===== config.mk =====
export PLATFORM = sky130hd
export DESIGN_NAME = argmax_classifier_flat
export DESIGN_NICKNAME = d
export VERILOG_FILES = /design/src/rtl/argmax_classifier_pkg.sv /design/src/rtl/argmax_classifier_if.sv /design/src/rtl/argmax_classifier_sum_capture_bank.sv /design/src/rtl/argmax_classifier.sv /design/src/flat_wrapper.sv
export SDC_FILE = /design/constraint.sdc
export NUM_CORES = 1
export LEC_CHECK = 0
export CAP_MARGIN = 20
export CELL_PAD_IN_SITES_DETAIL_PLACEMENT = 0
export CELL_PAD_IN_SITES_GLOBAL_PLACEMENT = 1
export CORE_ASPECT_RATIO = 0.5
export CORE_MARGIN = 2
export CORE_UTILIZATION = 45
export CTS_BUF_LIST = sky130_fd_sc_hd__clkbuf_8 sky130_fd_sc_hd__clkbuf_16
export DETAILED_ROUTE_END_ITERATION = 8
export PLACE_DENSITY = 0.92
export SYNTH_ARGS = -nofsm -noshare
export SYNTH_HDL_FRONTEND = slang
export SYNTH_SLANG_ARGS = --single-unit

===== constraint.sdc =====
create_clock -name clk -period 9.1 [get_ports clk]
set_input_delay 0.91 -clock clk [delete_from_list [all_inputs] [get_ports clk]]
set_output_delay 0.91 -clock clk [all_outputs]
set_load 0.01 [all_outputs]

===== src/rtl/argmax_classifier_pkg.sv =====
`default_nettype none
// ============================================================================
// Module   : argmax_classifier_pkg
// Purpose  : Shared constants and FSM encoding for the argmax classifier.
//            DEF_N_CLASS / DEF_W are the default class count and sum width;
//            DIGIT_W is the fixed width of the winning-class index output.
// Ports    : (package, none)
// Revision : 1.0 - initial release
// ============================================================================
package argmax_classifier_pkg;

  localparam int DEF_N_CLASS = 10;
  localparam int DEF_W       = 26;
  localparam int DIGIT_W     = 4;

  typedef enum logic [1:0] {
    ST_COLLECT = 2'd0,
    ST_COMPARE = 2'd1,
    ST_DONE    = 2'd2
  } state_e;

endpackage : argmax_classifier_pkg
`default_nettype wire


===== src/rtl/argmax_classifier_if.sv =====
`default_nettype none
// ============================================================================
// Module   : argmax_classifier_if
// Purpose  : Bundles the neuron-sum input side and the classification result
//            side of the argmax classifier.
// Ports    : master - drives Sum_In / Sum_Valid, observes results
//            slave  - consumes sums, drives Digit / Max_Value / Output_Valid /
//                     Busy / Overrun
// Revision : 1.0 - initial release
// ============================================================================
interface argmax_classifier_if
  import argmax_classifier_pkg::*;
#(
  parameter int N_CLASS = DEF_N_CLASS,
  parameter int W       = DEF_W
);

  logic [N_CLASS*W-1:0] Sum_In;
  logic [N_CLASS-1:0]   Sum_Valid;
  logic [DIGIT_W-1:0]   Digit;
  logic [W-1:0]         Max_Value;
  logic                 Output_Valid;
  logic                 Busy;
  logic                 Overrun;

  modport master (
    output Sum_In, Sum_Valid,
    input  Digit, Max_Value, Output_Valid, Busy, Overrun
  );

  modport slave (
    input  Sum_In, Sum_Valid,
    output Digit, Max_Value, Output_Valid, Busy, Overrun
  );

endinterface : argmax_classifier_if
`default_nettype wire


===== src/rtl/argmax_classifier_sum_capture_bank.sv =====
`default_nettype none
// ============================================================================
// Module   : sum_capture_bank
// Purpose  : N_CLASS sum registers with per-class capture flags. A capture
//            bit loads its slice and sets its flag; i_clear drops all flags
//            (register contents are kept, they are simply no longer valid).
// Ports    : clk, rst (async, active-low)
//            i_capture      - per-class load enables
//            i_data         - concatenated sums, class k at [k*W +: W]
//            i_clear        - clear all capture flags
//            o_bank         - stored sums
//            o_flags        - capture flags
//            o_all_captured - every flag set
// Revision : 1.0 - initial release
// ============================================================================
module sum_capture_bank #(
  parameter int N_CLASS = 10,
  parameter int W       = 26
) (
  input  logic                        clk,
  input  logic                        rst,
  input  logic [N_CLASS-1:0]          i_capture,
  input  logic [N_CLASS*W-1:0]        i_data,
  input  logic                        i_clear,
  output logic [N_CLASS-1:0][W-1:0]   o_bank,
  output logic [N_CLASS-1:0]          o_flags,
  output logic                        o_all_captured
);

  logic [N_CLASS-1:0][W-1:0] bank_q, bank_d;
  logic [N_CLASS-1:0]        flag_q, flag_d;

  always_comb begin
    bank_d = bank_q;
    flag_d = flag_q;
    if (i_clear) begin
      flag_d = '0;
    end else begin
      for (int k = 0; k < N_CLASS; k++) begin
        if (i_capture[k]) begin
          bank_d[k] = i_data[k*W +: W];
          flag_d[k] = 1'b1;
        end
      end
    end
  end

  always_ff @(posedge clk or negedge rst) begin
    if (!rst) begin
      bank_q <= '0;
      flag_q <= '0;
    end else begin
      bank_q <= bank_d;
      flag_q <= flag_d;
    end
  end

  assign o_bank         = bank_q;
  assign o_flags        = flag_q;
  assign o_all_captured = &flag_q;

endmodule : sum_capture_bank
`default_nettype wire


===== src/rtl/argmax_classifier.sv =====
`default_nettype none
// ============================================================================
// Module   : argmax_classifier
// Purpose  : Collects N_CLASS signed neuron sums, then scans them one per
//            cycle to find the largest (lowest index wins ties) and reports
//            its index and value with a one-cycle Output_Valid pulse.
// Ports    : clk  - clock, rising edge
//            rst  - asynchronous active-low reset
//            bus  - argmax_classifier_if slave (Sum_In, Sum_Valid in;
//                   Digit, Max_Value, Output_Valid, Busy, Overrun out)
// Revision : 1.0 - initial release
// ============================================================================
module argmax_classifier
  import argmax_classifier_pkg::*;
#(
  parameter int N_CLASS = DEF_N_CLASS,
  parameter int W       = DEF_W
) (
  input  logic                 clk,
  input  logic                 rst,
  argmax_classifier_if.slave   bus
);

  // idx must be able to hold N_CLASS: the scan uses one extra cycle with
  // idx == N_CLASS to publish the result, which sets the fixed latency.
  localparam int IDX_W = $clog2(N_CLASS + 1);

  state_e                    state_q, state_d;
  logic [IDX_W-1:0]          idx_q, idx_d;
  logic [W-1:0]              best_q, best_d;
  logic [DIGIT_W-1:0]        best_idx_q, best_idx_d;
  logic [DIGIT_W-1:0]        digit_q, digit_d;
  logic [W-1:0]              max_q, max_d;

  logic [N_CLASS-1:0][W-1:0] w_bank;
  logic [N_CLASS-1:0]        w_flags;
  logic                      w_all_captured;
  logic                      w_clear;
  logic [N_CLASS-1:0]        w_capture;
  logic [W-1:0]              w_cand;

  // Sums are only accepted while collecting; anything else is dropped.
  assign w_capture = (state_q == ST_COLLECT) ? bus.Sum_Valid : '0;

  sum_capture_bank #(
    .N_CLASS (N_CLASS),
    .W       (W)
  ) u_bank (
    .clk            (clk),
    .rst            (rst),
    .i_capture      (w_capture),
    .i_data         (bus.Sum_In),
    .i_clear        (w_clear),
    .o_bank         (w_bank),
    .o_flags        (w_flags),
    .o_all_captured (w_all_captured)
  );

  // Candidate mux written as a compare loop so idx == N_CLASS stays in range.
  always_comb begin
    w_cand = '0;
    for (int k = 0; k < N_CLASS; k++) begin
      if (idx_q == IDX_W'(k)) begin
        w_cand = w_bank[k];
      end
    end
  end

  always_comb begin
    state_d    = state_q;
    idx_d      = idx_q;
    best_d     = best_q;
    best_idx_d = best_idx_q;
    digit_d    = digit_q;
    max_d      = max_q;
    w_clear    = 1'b0;
    case (state_q)
      ST_COLLECT: begin
        if (w_all_captured) begin
          state_d    = ST_COMPARE;
          best_d     = w_bank[0];
          best_idx_d = '0;
          idx_d      = IDX_W'(1);
        end
      end
      ST_COMPARE: begin
        if (idx_q == IDX_W'(N_CLASS)) begin
          state_d = ST_DONE;
          digit_d = best_idx_q;
          max_d   = best_q;
        end else begin
          // Strictly greater: equal values keep the earlier index.
          if ($signed(w_cand) > $signed(best_q)) begin
            best_d     = w_cand;
            best_idx_d = DIGIT_W'(idx_q);
          end
          idx_d = idx_q + IDX_W'(1);
        end
      end
      ST_DONE: begin
        state_d = ST_COLLECT;
        w_clear = 1'b1;
      end
      default: begin
        state_d = ST_COLLECT;
      end
    endcase
  end

  always_ff @(posedge clk or negedge rst) begin
    if (!rst) begin
      state_q    <= ST_COLLECT;
      idx_q      <= '0;
      best_q     <= '0;
      best_idx_q <= '0;
      digit_q    <= '0;
      max_q      <= '0;
    end else begin
      state_q    <= state_d;
      idx_q      <= idx_d;
      best_q     <= best_d;
      best_idx_q <= best_idx_d;
      digit_q    <= digit_d;
      max_q      <= max_d;
    end
  end

  assign bus.Digit        = digit_q;
  assign bus.Max_Value    = max_q;
  assign bus.Output_Valid = (state_q == ST_DONE);
  assign bus.Busy         = (state_q != ST_COLLECT);
  // Dropped = repeat capture while collecting, or any valid while busy.
  assign bus.Overrun      = (state_q == ST_COLLECT) ? |(bus.Sum_Valid & w_flags)
                                                    : |bus.Sum_Valid;

endmodule : argmax_classifier
`default_nettype wire


===== src/flat_wrapper.sv =====
// flat-port wrapper written by rule: the top's interface ports become plain ports
module argmax_classifier_flat import argmax_classifier_pkg::*;
#(
  parameter int N_CLASS = DEF_N_CLASS,
  parameter int W       = DEF_W
)
  (clk, rst, bus_Sum_In, bus_Sum_Valid, bus_Digit, bus_Max_Value, bus_Output_Valid, bus_Busy, bus_Overrun);
  argmax_classifier_if #(.N_CLASS(N_CLASS), .W(W)) bus_i ();
  input  logic clk;
  input  logic rst;
  input wire logic [$bits(bus_i.Sum_In)-1:0] bus_Sum_In;
  input wire logic [$bits(bus_i.Sum_Valid)-1:0] bus_Sum_Valid;
  output wire logic [$bits(bus_i.Digit)-1:0] bus_Digit;
  output wire logic [$bits(bus_i.Max_Value)-1:0] bus_Max_Value;
  output wire logic [$bits(bus_i.Output_Valid)-1:0] bus_Output_Valid;
  output wire logic [$bits(bus_i.Busy)-1:0] bus_Busy;
  output wire logic [$bits(bus_i.Overrun)-1:0] bus_Overrun;
  assign bus_i.Sum_In = bus_Sum_In;
  assign bus_i.Sum_Valid = bus_Sum_Valid;
  assign bus_Digit = bus_i.Digit;
  assign bus_Max_Value = bus_i.Max_Value;
  assign bus_Output_Valid = bus_i.Output_Valid;
  assign bus_Busy = bus_i.Busy;
  assign bus_Overrun = bus_i.Overrun;
  argmax_classifier #(.N_CLASS(N_CLASS), .W(W)) u_core (.clk(clk), .rst(rst), .bus(bus_i));
endmodule

==> results.cfg, run 1 <==
[global_routing]
grt_pass1_wl_mm = 74.2
track_usage_pct = 25.4
grt_max_degree = 186
grt-ovfl-total = 0
grt_pass1_vias = 13000
antenna_found_initial = 5

[final_layout]
fin_nets = 1967
drive_gt1_share_pct = 21.5
final_cells = 2175
fill_cells = 2941
seqCellArea_sq_um = 8410
area_growth_pct = 27.3
multiInputGateArea_sq_um = 7360

[timing]
finalSetupViolations = 0
hold_violations = 0
slew_violations = 0
maxSlewHeadroom_pct = 23.5
worst_pin_slew_ns = 1.15
skew_ns = 0.0294
period_minus_slack_ns = 5.68
fin_tns_setup_ns = 0
fmax_mhz = 176
fin_crit_sh_pct = 62.4
rsz0062_at_grt = false

[worst_setup_path]
required_ns = 9.55
arrival_ns = 6.12
cp_top_family = simple AND/OR/NAND/NOR gates
crit_path_end_kind = flop
criticalPathCategory = flop to flop
slowest_delay_ns = 0.79
path_buf_inv = 3
crit_path_start_kind = flop
worstPathCellList = inv_1, ha_2, buf_4, and3b_2, buf_4, nand2_1, o211ai_1, a21oi_1, nor2_1, ha_1, a211oi_1, o21ai_0, a41oi_1, nand2b_1, and3_2, mux2_1
crit_slowest_cell = and3_2
cp_common_cell = buf_4
cp_max_fo = 71

[hold_path]
hp-class = primary input to asynchronous set/reset pin

[floorplanning]
die_w_microns = 273
die_h_microns = 139
die_area_sq_um = 37900
core-area_sq_um = 35800
io_pins = 305
num_rows = 49
start_util_pct = 45.6

[power_and_ir_drop]
combPwrFrac_pct = 49.5
p_per_area_nw_per_um2 = 384
power.leakage_nw = 8.57
vdd_drop_max_mv = 0.339
pwr-share-clk_pct = 16.4
p_seq_share_pct = 34.1
power_switching_share_pct = 38.2
internal_power_mw = 4.93
switching_power_mw = 3.05

[clock_tree]
clock_path_buffers = 3
numClockSinks = 336
cts_tree = done
clk_pin_slew_ns = 0.07
ctsHoldBuffers = 0
htreeDepth = 1
postCtsSetupBuffers = 0
post_cts_resized = 0
clock_latency_ns = 0.59
cts_buffers = 31
root_buffer = clkbuf_16

[yosys]
syn_avg_cell_area_sq_um = 11.6
syn_nets = 1706
synth_area_leaders = dfrtp_1 (51%), mux2_2 (18%), nor2_1 (2.4%)
synth_edf_count = 0
postSynthCellCount = 1404
synth_cell_type_count = 61
yosysSeqAreaShare_pct = 51.5
netlist_area_sq_um = 16300
synth_seq_cells = 336
synthFlopType = dfrtp_1
ys.warnings.count = 0
yosysTopAreaCell = dfrtp_1
async_reset_ff_share_pct = 100
yosys.area.top_type_share_pct = 51.5

[placed_design]
gp_congestion = 0.926
io_buffers = 304
hpwl_mm = 35.5
place_inst = 2114

[job]
drv_cap = 0

[route]
dr_total_vias = 12500
post_drt_via_cell_ratio = 5.75
drt_pass1_iterations = 5
wirelength_mm = 48.8
wl_per_cell_microns = 22.4
antenna_left = 0
drcViolationCount = 0
drtIter0Drc = 1067

[run_status]
status = finished, final reports clean
[power groups by stage]
stage               registers, mW  clock network, mW  logic [mW]
floorplan                    2.57                  0        2.99
global placement             2.70                  0        3.80
detailed placement           2.73                  0        3.90
CTS                          2.71               1.32        3.92
global route                 2.80               1.38        4.31
finish                       2.72               1.31        3.95
[cell type report]
cell class | count | share of cell area (%)
flip-flops and latches | 336 | 40.4
multi-input cells | 931 | 35.4
repair buffers | 329 | 15.8
clock buffers | 37 | 4.13
well taps | 484 | 2.91
clock inverters | 17 | 0.656
inverters | 36 | 0.650
diodes | 5 | 0.0602
[placed cells by master (no fill, tap or decap), types with 6 or more instances in the layout]
cell type | Yosys | routed
nor2b_1 | 7 | 6
o21ai_1 | 10 | 10
clkbuf_8 | 0 | 6
ha_1 | 30 | 28
nor4bb_1 | 23 | 23
a21oi_1 | 66 | 66
o41ai_1 | 23 | 23
nand2b_1 | 28 | 27
o211ai_1 | 26 | 26
a22oi_1 | 47 | 47
nand3_1 | 27 | 26
mux2_2 | 258 | 258
nor2_1 | 104 | 104
mux2_1 | 10 | 10
clkinv_2 | 0 | 8
nand4_1 | 6 | 6
clkdlybuf4s50_1 | 0 | 303
o22ai_1 | 24 | 24
buf_4 | 1 | 22
inv_1 | 35 | 40
dfrtp_1 | 336 | 336
nand2_1 | 93 | 93
a21o_1 | 10 | 10
and2_1 | 10 | 10
clkbuf_16 | 0 | 31
a221o_1 | 24 | 24
mux2_4 | 17 | 17
o21ai_0 | 27 | 27
mux2i_1 | 6 | 6
[synth_stat cells (24+ instances only)]
| cell | instances |
|---|---|
| a21oi_1 | 66 |
| a221o_1 | 24 |
| a22oi_1 | 47 |
| buf_2 | 36 |
| clkbuf_1 | 52 |
| dfrtp_1 | 336 |
| ha_1 | 30 |
| inv_1 | 35 |
| mux2_2 | 258 |
| nand2_1 | 93 |
| nand2b_1 | 28 |
| nand3_1 | 27 |
| nor2_1 | 104 |
| o211ai_1 | 26 |
| o21ai_0 | 27 |
| o22ai_1 | 24 |
[kinds of logic (layout without fill, tap and decap cells)]
logic type	after synthesis	in the layout	share of synthesized area [%]
AOI/OAI and AO/OA	289	289	12.3
buffers and inverters	137	419	3.69
muxes	291	291	20.4
and+or+nand+nor	319	319	9.69
other	0	5	0
adders and majority gates	30	30	2.30
xor gates and xnor gates	2	2	0.107
DFF	336	336	51.5
[per-stage QoR]
| stage | utilization, % | hold slack [ns] | area (sq um) | setup slack, ns | power [mW] |
|---|---|---|---|---|---|
| floorplan | - | 0.458 | 16300 | 5.28 | 5.55 |
| global placement | 55.1 | 0.464 | 19700 | 3.72 | 6.50 |
| detailed placement | 55.1 | 0.473 | 19700 | 3.59 | 6.62 |
| CTS | 57.9 | 0.326 | 20700 | 3.55 | 7.95 |
| global route | 58.1 | 0.350 | 20800 | 2.99 | 8.49 |
| finish | 58.1 | 0.307 | 20800 | 3.42 | 7.98 |
[registers in the layout (all words and copies together), names as in the netlist]
name / count
u_core.u_bank.o_bank: 260
u_core.idx_q: 4
u_core.bus.Digit: 4
u_core.bus.Max_Value: 26
u_core.state_q: 2
u_core.u_bank.o_flags: 10
u_core.best_idx_q: 4
u_core.best_q: 26
[metal layers]
metal | vias to the layer above | wire length [microns] | GRT usage [%] | part of all wire [%]
met5 | - | 0 | 0 | 0
met4 | 0 | 1900 | 10.3 | 3.9
met3 | 104 | 2280 | 3.20 | 4.7
met2 | 380 | 25000 | 44.3 | 51
met1 | 6382 | 19600 | 32.0 | 40
li1 | 5649 | - | - | -
[final timing paths]
kind	start	to	depth (start not counted)	slack (ns)
min in group clk	u_core.bus.Max_Value[1]$_DFFE_PN0P_	u_core.bus.Max_Value[1]$_DFFE_PN0P_	2	0.48
worst max register to register	u_core.idx_q[1]$_DFFE_PN0P_	u_core.best_q[4]$_DFFE_PN0P_	16	3.42
worst min-delay path	rst	u_core.best_q[19]$_DFFE_PN0P_	1	0.31
worst max-delay path	u_core.idx_q[1]$_DFFE_PN0P_	u_core.best_q[4]$_DFFE_PN0P_	16	3.42
max in group asynchronous	rst	u_core.u_bank.o_bank[63]$_DFFE_PN0P_	2	7.28
worst min register to register	u_core.bus.Max_Value[1]$_DFFE_PN0P_	u_core.bus.Max_Value[1]$_DFFE_PN0P_	2	0.48
(Power assumes the default switching activity.)
==> run 2, diff against run 1 <==
--- a/config.mk
+++ b/config.mk
@@ -10,10 +10,10 @@
 export CELL_PAD_IN_SITES_GLOBAL_PLACEMENT = 1
 export CORE_ASPECT_RATIO = 0.5
 export CORE_MARGIN = 2
-export CORE_UTILIZATION = 45
+export CORE_UTILIZATION = 38
 export CTS_BUF_LIST = sky130_fd_sc_hd__clkbuf_8 sky130_fd_sc_hd__clkbuf_16
 export DETAILED_ROUTE_END_ITERATION = 8
-export PLACE_DENSITY = 0.92
+export PLACE_DENSITY = 0.83
 export SYNTH_ARGS = -nofsm -noshare
 export SYNTH_HDL_FRONTEND = slang
 export SYNTH_SLANG_ARGS = --single-unit
==> constraint.sdc (replaced) <==
create_clock -name clk -period 4.8 [get_ports clk]
set_input_delay 0.48 -clock clk [delete_from_list [all_inputs] [get_ports clk]]
set_output_delay 0.48 -clock clk [all_outputs]
set_load 0.01 [all_outputs]
==> run 2 against run 1 <==
- global-route usage down 0.56 points
- clock skew up 0.0045 ns
- die area up 18%
- sequential share of layout area down 0.99 points
- total power up 100%
- register-to-register slack worse by 3.1 ns
- routed wire length up 16%
- critical path type unchanged
- critical endpoint is now u_core.best_q[25]$_DFFE_PN0P_
==> results.cfg, run 2 (synthesis results as in run 1) <==
[run_status]
status = finished, final reports clean

[clock_tree]
ctsHoldBuffers = 0
post_cts_resized = 0
numClockSinks = 336
clock_latency_ns = 0.53
clk_pin_slew_ns = 0.07
root_buffer = clkbuf_16
postCtsSetupBuffers = 0
cts_tree = done
cts_buffers = 35
clock_path_buffers = 3
htreeDepth = 2

[power_and_ir_drop]
internal_power_mw = 9.97
pwr-share-clk_pct = 18.9
p_seq_share_pct = 33.2
p_per_area_nw_per_um2 = 765
combPwrFrac_pct = 47.9
power_switching_share_pct = 38.8
total_power_mw = 16.3
power.leakage_nw = 8.78
vdd_drop_max_mv = 0.473
switching_power_mw = 6.32

[final_layout]
final_cells = 2287
drive_gt1_share_pct = 22.4
largest_reg_flops = 260
area_growth_pct = 30.5
fin_nets = 1986
finish.utilization_pct = 50.5
layout_common_cells = dfrtp_1 (336), clkdlybuf4s50_1 (303), mux2_2 (258), nor2_1 (104), nand2_1 (93)
mostFrequentLayoutCell = dfrtp_1
fill_cells = 3746

[global_routing]
antenna_found_initial = 3
grt_max_degree = 112
gr-usage-met3_pct = 7.16
track_usage_pct = 24.8
use_met2_pct = 36.6
grt-ovfl-total = 0
grt_use_met1_pct = 36.1
grt_pass1_wl_mm = 82.2
grt-busiest-layer = met2
grt_pass1_vias = 12400

[timing]
fin_tns_setup_ns = 0
fin_crit_sh_pct = 93.8
timing.hold.ws_ns = 0.0173
period_minus_slack_ns = 4.50
skew_ns = 0.0339
slew_violations = 0
hold_violations = 0
finalSetupViolations = 0
maxSlewHeadroom_pct = 39.7
rsz0062_at_grt = false
worst_pin_slew_ns = 0.905
fmax_mhz = 222

[worst_setup_path]
reg2reg_slack_ns = 0.30
crit_path_end_kind = flop
crit_path_start_kind = flop
r2r_start = u_core.idx_q[0]$_DFFE_PN0P_
ff2ff_path_depth = 16
endpoint = u_core.best_q[25]$_DFFE_PN0P_
criticalPathCategory = flop to flop
required_ns = 5.18
r2r_end = u_core.best_q[25]$_DFFE_PN0P_
crit_start = u_core.idx_q[0]$_DFFE_PN0P_
arrival_ns = 4.89
cp_max_fo = 14

[placed_design]
place_inst = 2223
gp_congestion = 0.980
io_buffers = 304
hpwl_mm = 43.4

[floorplanning]
io_pins = 305
start_util_pct = 38.7
num_rows = 53
die_w_microns = 297
die_h_microns = 151
core-area_sq_um = 42200
die_area_sq_um = 44700

[route]
dr_total_vias = 12700
drt_pass1_iterations = 6
post_drt_via_cell_ratio = 5.54
wirelength_mm = 56.6
drcViolationCount = 0
wl_per_cell_microns = 24.7
drtIter0Drc = 1286
antenna_left = 0

[hold_path]
hp-class = primary input to asynchronous set/reset pin

[job]
drv_cap = 0
==> run 2: cell types whose count changed in the layout (fill, tap and decap cells not counted), moves of 2 or more <==
| cell | before | now |
|---|---|---|
| buf_12 | 1 | 4 |
| clkinv_2 | 8 | 1 |
| clkbuf_16 | 31 | 35 |
| buf_4 | 22 | 35 |
| bufinv_16 | 2 | 9 |
| diode_2 | 5 | 3 |
==> run 2: metal layers <==
| layer | part of all wire [%] | vias to the layer above |
|---|---|---|
| li1 | - | 5700 |
| met1 | 45 | 6406 |
| met2 | 44 | 488 |
| met3 | 9.1 | 64 |
| met4 | 1.6 | 2 |
| met5 | 0.025 | - |
==> run 2: how the worst min path moves through the flow <==
stage / slack, ns / to / cells after the start / from
finish: 0.02 / u_core.u_bank.o_bank[154]$_DFFE_PN0P_ / 1 / rst
detailed placement: 0.48 / u_core.bus.Digit[3]$_DFFE_PN0P_ / 1 / u_core.bus.Digit[3]$_DFFE_PN0P_
global placement: 0.46 / u_core.bus.Max_Value[2]$_DFFE_PN0P_ / 2 / u_core.bus.Max_Value[2]$_DFFE_PN0P_
floorplan: 0.18 / u_core.best_idx_q[0]$_DFFE_PN0P_ / 0 / rst
CTS: 0.07 / u_core.u_bank.o_bank[154]$_DFFE_PN0P_ / 1 / rst
global route: 0.09 / u_core.u_bank.o_bank[154]$_DFFE_PN0P_ / 1 / rst
==> run 2: per-stage QoR <==
stage               worst slack (ns)  area (sq um)
finish                         0.299         21300
global route                   0.186         21300
CTS                            0.128         21300
detailed placement             0.186         20000
global placement               0.259         20000
floorplan                      0.979         16300
==> run 2: worst max-delay path, cell delays in order (launching register included) <==
cell and delay, ns:
dfrtp_1 0.46, inv_1 0.11, ha_1 0.24, and3b_1 0.39, buf_8 0.26, a22oi_1 0.49, o211ai_1 0.18, a21oi_1 0.17
nor2_1 0.09, ha_1 0.28, nand4_1 0.20, nor4_1 0.38, a211oi_2 0.16, o211ai_1 0.12, and3_1 0.19, buf_4 0.28
mux2_1 0.35
==> run 2: power by group through the flow <==
stage / logic, mW / registers [mW] / clock network [mW]
floorplan: 5.66 / 4.86 / 0
global placement: 7.53 / 5.35 / 0
detailed placement: 7.66 / 5.37 / 0
CTS: 7.70 / 5.33 / 3.11
global route: 8.44 / 5.52 / 3.24
finish: 7.81 / 5.40 / 3.08
==> run 2: layout make-up <==
class	count	area, sq um	share of cell area (%)
Clock inverter	19	324	1.52
Sequential cell	336	8410	39.5
Antenna cell	3	7.51	0.0352
Tap cell	577	722	3.39
Timing Repair Buffer	344	3410	16.0
Inverter	36	135	0.634
Clock buffer	41	958	4.50
Multi-Input combinational cell	931	7350	34.5
==> run 3, diff against run 2 <==
--- a/config.mk
+++ b/config.mk
@@ -10,10 +10,10 @@
 export CELL_PAD_IN_SITES_GLOBAL_PLACEMENT = 1
 export CORE_ASPECT_RATIO = 0.5
 export CORE_MARGIN = 2
-export CORE_UTILIZATION = 38
+export CORE_UTILIZATION = 42
 export CTS_BUF_LIST = sky130_fd_sc_hd__clkbuf_8 sky130_fd_sc_hd__clkbuf_16
 export DETAILED_ROUTE_END_ITERATION = 8
-export PLACE_DENSITY = 0.83
+export PLACE_DENSITY = 0.87
 export SYNTH_ARGS = -nofsm -noshare
 export SYNTH_HDL_FRONTEND = slang
 export SYNTH_SLANG_ARGS = --single-unit
==> constraint.sdc (replaced) <==
create_clock -name clk -period 4.72 [get_ports clk]
set_input_delay 0.472 -clock clk [delete_from_list [all_inputs] [get_ports clk]]
set_output_delay 0.472 -clock clk [all_outputs]
set_load 0.01 [all_outputs]
==> run 3 against run 2 <==
- sequential cell count is the same
- combinational power grew 1%
- largest cell class unchanged
- clock skew shrank 0.012 ns
- clock power shrank 14%
- routed wire length shrank 11%
- sequential power shrank 2%
- clock-buffer cell count is the same
- utilization grew 5.3 points
- fmax grew 0.11%
- global-route usage shrank 0.23 points
- critical path depth shrank 1
==> results.cfg, run 3 (synthesis results as in run 1) <==
[route]
dr_total_vias = 12600
wl_per_cell_microns = 22.5
drt_pass1_iterations = 7
drtIter0Drc = 1159
wirelength_mm = 50.3
post_drt_via_cell_ratio = 5.63
antenna_left = 0
drcViolationCount = 0

[floorplanning]
core-area_sq_um = 37800
start_util_pct = 43.1
io_pins = 305
die_area_sq_um = 40600
die_h_microns = 143
die_w_microns = 283
num_rows = 50

[final_layout]
largest_reg_flops = 260
fin_nets = 1991
postLayoutCellArea_sq_um = 21100
mostFrequentLayoutCell = dfrtp_1
area_growth_pct = 29.5
layout_common_cells = dfrtp_1 (336), clkdlybuf4s50_1 (303), mux2_2 (258), nor2_1 (104), nand2_1 (93)
final_cells = 2236
drive_gt1_share_pct = 22.1
fill_cells = 3202

[hold_path]
hp-class = flop to flop

[worst_setup_path]
crit_path_start_kind = flop
crit_slowest_cell = and3b_1
worstPathCellList = inv_1, ha_1, and3b_1, a22oi_1, o211ai_1, a21oi_1, nor2_1, ha_1, a21oi_1, o21ai_0, a211o_1, o211ai_1, and3_2, buf_12, mux2_1
criticalPathCategory = flop to flop
arrival_ns = 4.90
required_ns = 5.12
cp_max_fo = 26
slowest_delay_ns = 0.79
crit_path_end_kind = flop

[placed_design]
place_area_sq_um = 20000
gp_congestion = 0.942
place_inst = 2171
io_buffers = 304
place_ws_ns = 0.379
hpwl_mm = 37.4

[timing]
fmax_mhz = 222
fin_tns_setup_ns = 0
maxSlewHeadroom_pct = 31.5
period_minus_slack_ns = 4.50
fin_crit_sh_pct = 95.3
slew_violations = 0
finalSetupViolations = 0
worst_pin_slew_ns = 1.03
rsz0062_at_grt = false
skew_ns = 0.0222
setup_ws_ns = 0.224
hold_violations = 0

[global_routing]
grt_pass1_wl_mm = 75.4
grt_pass1_vias = 12900
grt_max_degree = 104
track_usage_pct = 24.6
antenna_found_initial = 3
grt-ovfl-total = 0

[power_and_ir_drop]
vdd_drop_max_mv = 0.629
power.leakage_nw = 8.74
total_power_mw = 15.8
p_per_area_nw_per_um2 = 748

[clock_tree]
root_buffer = clkbuf_16
postCtsSetupBuffers = 0
cts_buffers = 34
clock_path_buffers = 3
htreeDepth = 2
numClockSinks = 336
clock_latency_ns = 0.53
clk_pin_slew_ns = 0.07
cts_tree = done

[run_status]
status = finished, final reports clean

[job]
drv_cap = 0
[run 3: cell count changes in the layout (fill, tap and decap cells not counted), sizes merged]
cell / before / now
bufinv: 9 / 1
dlygate4sd3: 0 / 1
inv: 45 / 47
diode: 3 / 9
buf: 41 / 46
[run 3: area by class of cell]
cell class	instances	area [sq um]	area share, %
sequential	336	8410	39.8
multi-input combinational	931	7360	34.8
inverter	36	135	0.639
antenna	9	22.5	0.107
clock inverter	13	81.3	0.385
clock buffer	41	981	4.64
tap	520	651	3.08
timing repair buffer	350	3500	16.6
[run 3: routing by layer]
| metal | up-vias | GRT usage (%) | share of wire, % |
|---|---|---|---|
| met3 | 66 | 3.46 | 5.1 |
| met1 | 6441 | 31.5 | 41 |
| met2 | 372 | 43.2 | 51 |
| met5 | - | 0 | 0 |
| li1 | 5704 | - | - |
| met4 | 0 | 7.88 | 2.3 |
[run 3: worst paths after layout]
check | start | to | slack [ns] | cells after the start
min in group asynchronous | rst | u_core.u_bank.o_bank[23]$_DFFE_PN0P_ | 0.57 | 2
worst min-delay path | u_core.bus.Max_Value[18]$_DFFE_PN0P_ | u_core.bus.Max_Value[18]$_DFFE_PN0P_ | 0.48 | 2
max in group asynchronous | rst | u_core.u_bank.o_bank[161]$_DFFE_PN0P_ | 2.98 | 3
worst min register to register | u_core.bus.Max_Value[18]$_DFFE_PN0P_ | u_core.bus.Max_Value[18]$_DFFE_PN0P_ | 0.48 | 2
worst max register to register | u_core.idx_q[0]$_DFFE_PN0P_ | u_core.best_q[3]$_DFFE_PN0P_ | 0.22 | 15
worst max-delay path | u_core.idx_q[0]$_DFFE_PN0P_ | u_core.best_q[3]$_DFFE_PN0P_ | 0.22 | 15
[run 3: timing repair]
item                                   in CTS  in global routing
setup endpoints to repair                   0                  0
gates resized for setup                     0                  0
hold buffers                                1                  0
endpoints found under the hold margin       2                  0
[run 3: worst max-delay path, delay by kind of cell, from the launching register on]
family,cells,cell delay (ns)
compound gates,7,1.60
simple gates,3,1.14
flops,1,0.46
fa+ha+maj,2,0.43
buf+inv,2,0.35
mux,1,0.35
[run 3: metrics by stage]
stage	hold WS [ns]	utilization [%]
floorplan	0.176	-
global placement	0.464	52.9
detailed placement	0.471	52.9
CTS	0.485	55.7
global route	0.500	55.8
finish	0.483	55.9
[run 3: report_power, final]
group          switching, mW  internal (mW)  total (mW)
Combinational           3.94           3.94        7.89
Clock                   1.13           1.52        2.65
Sequential             0.941           4.33        5.27
Total                   6.01           9.79        15.8
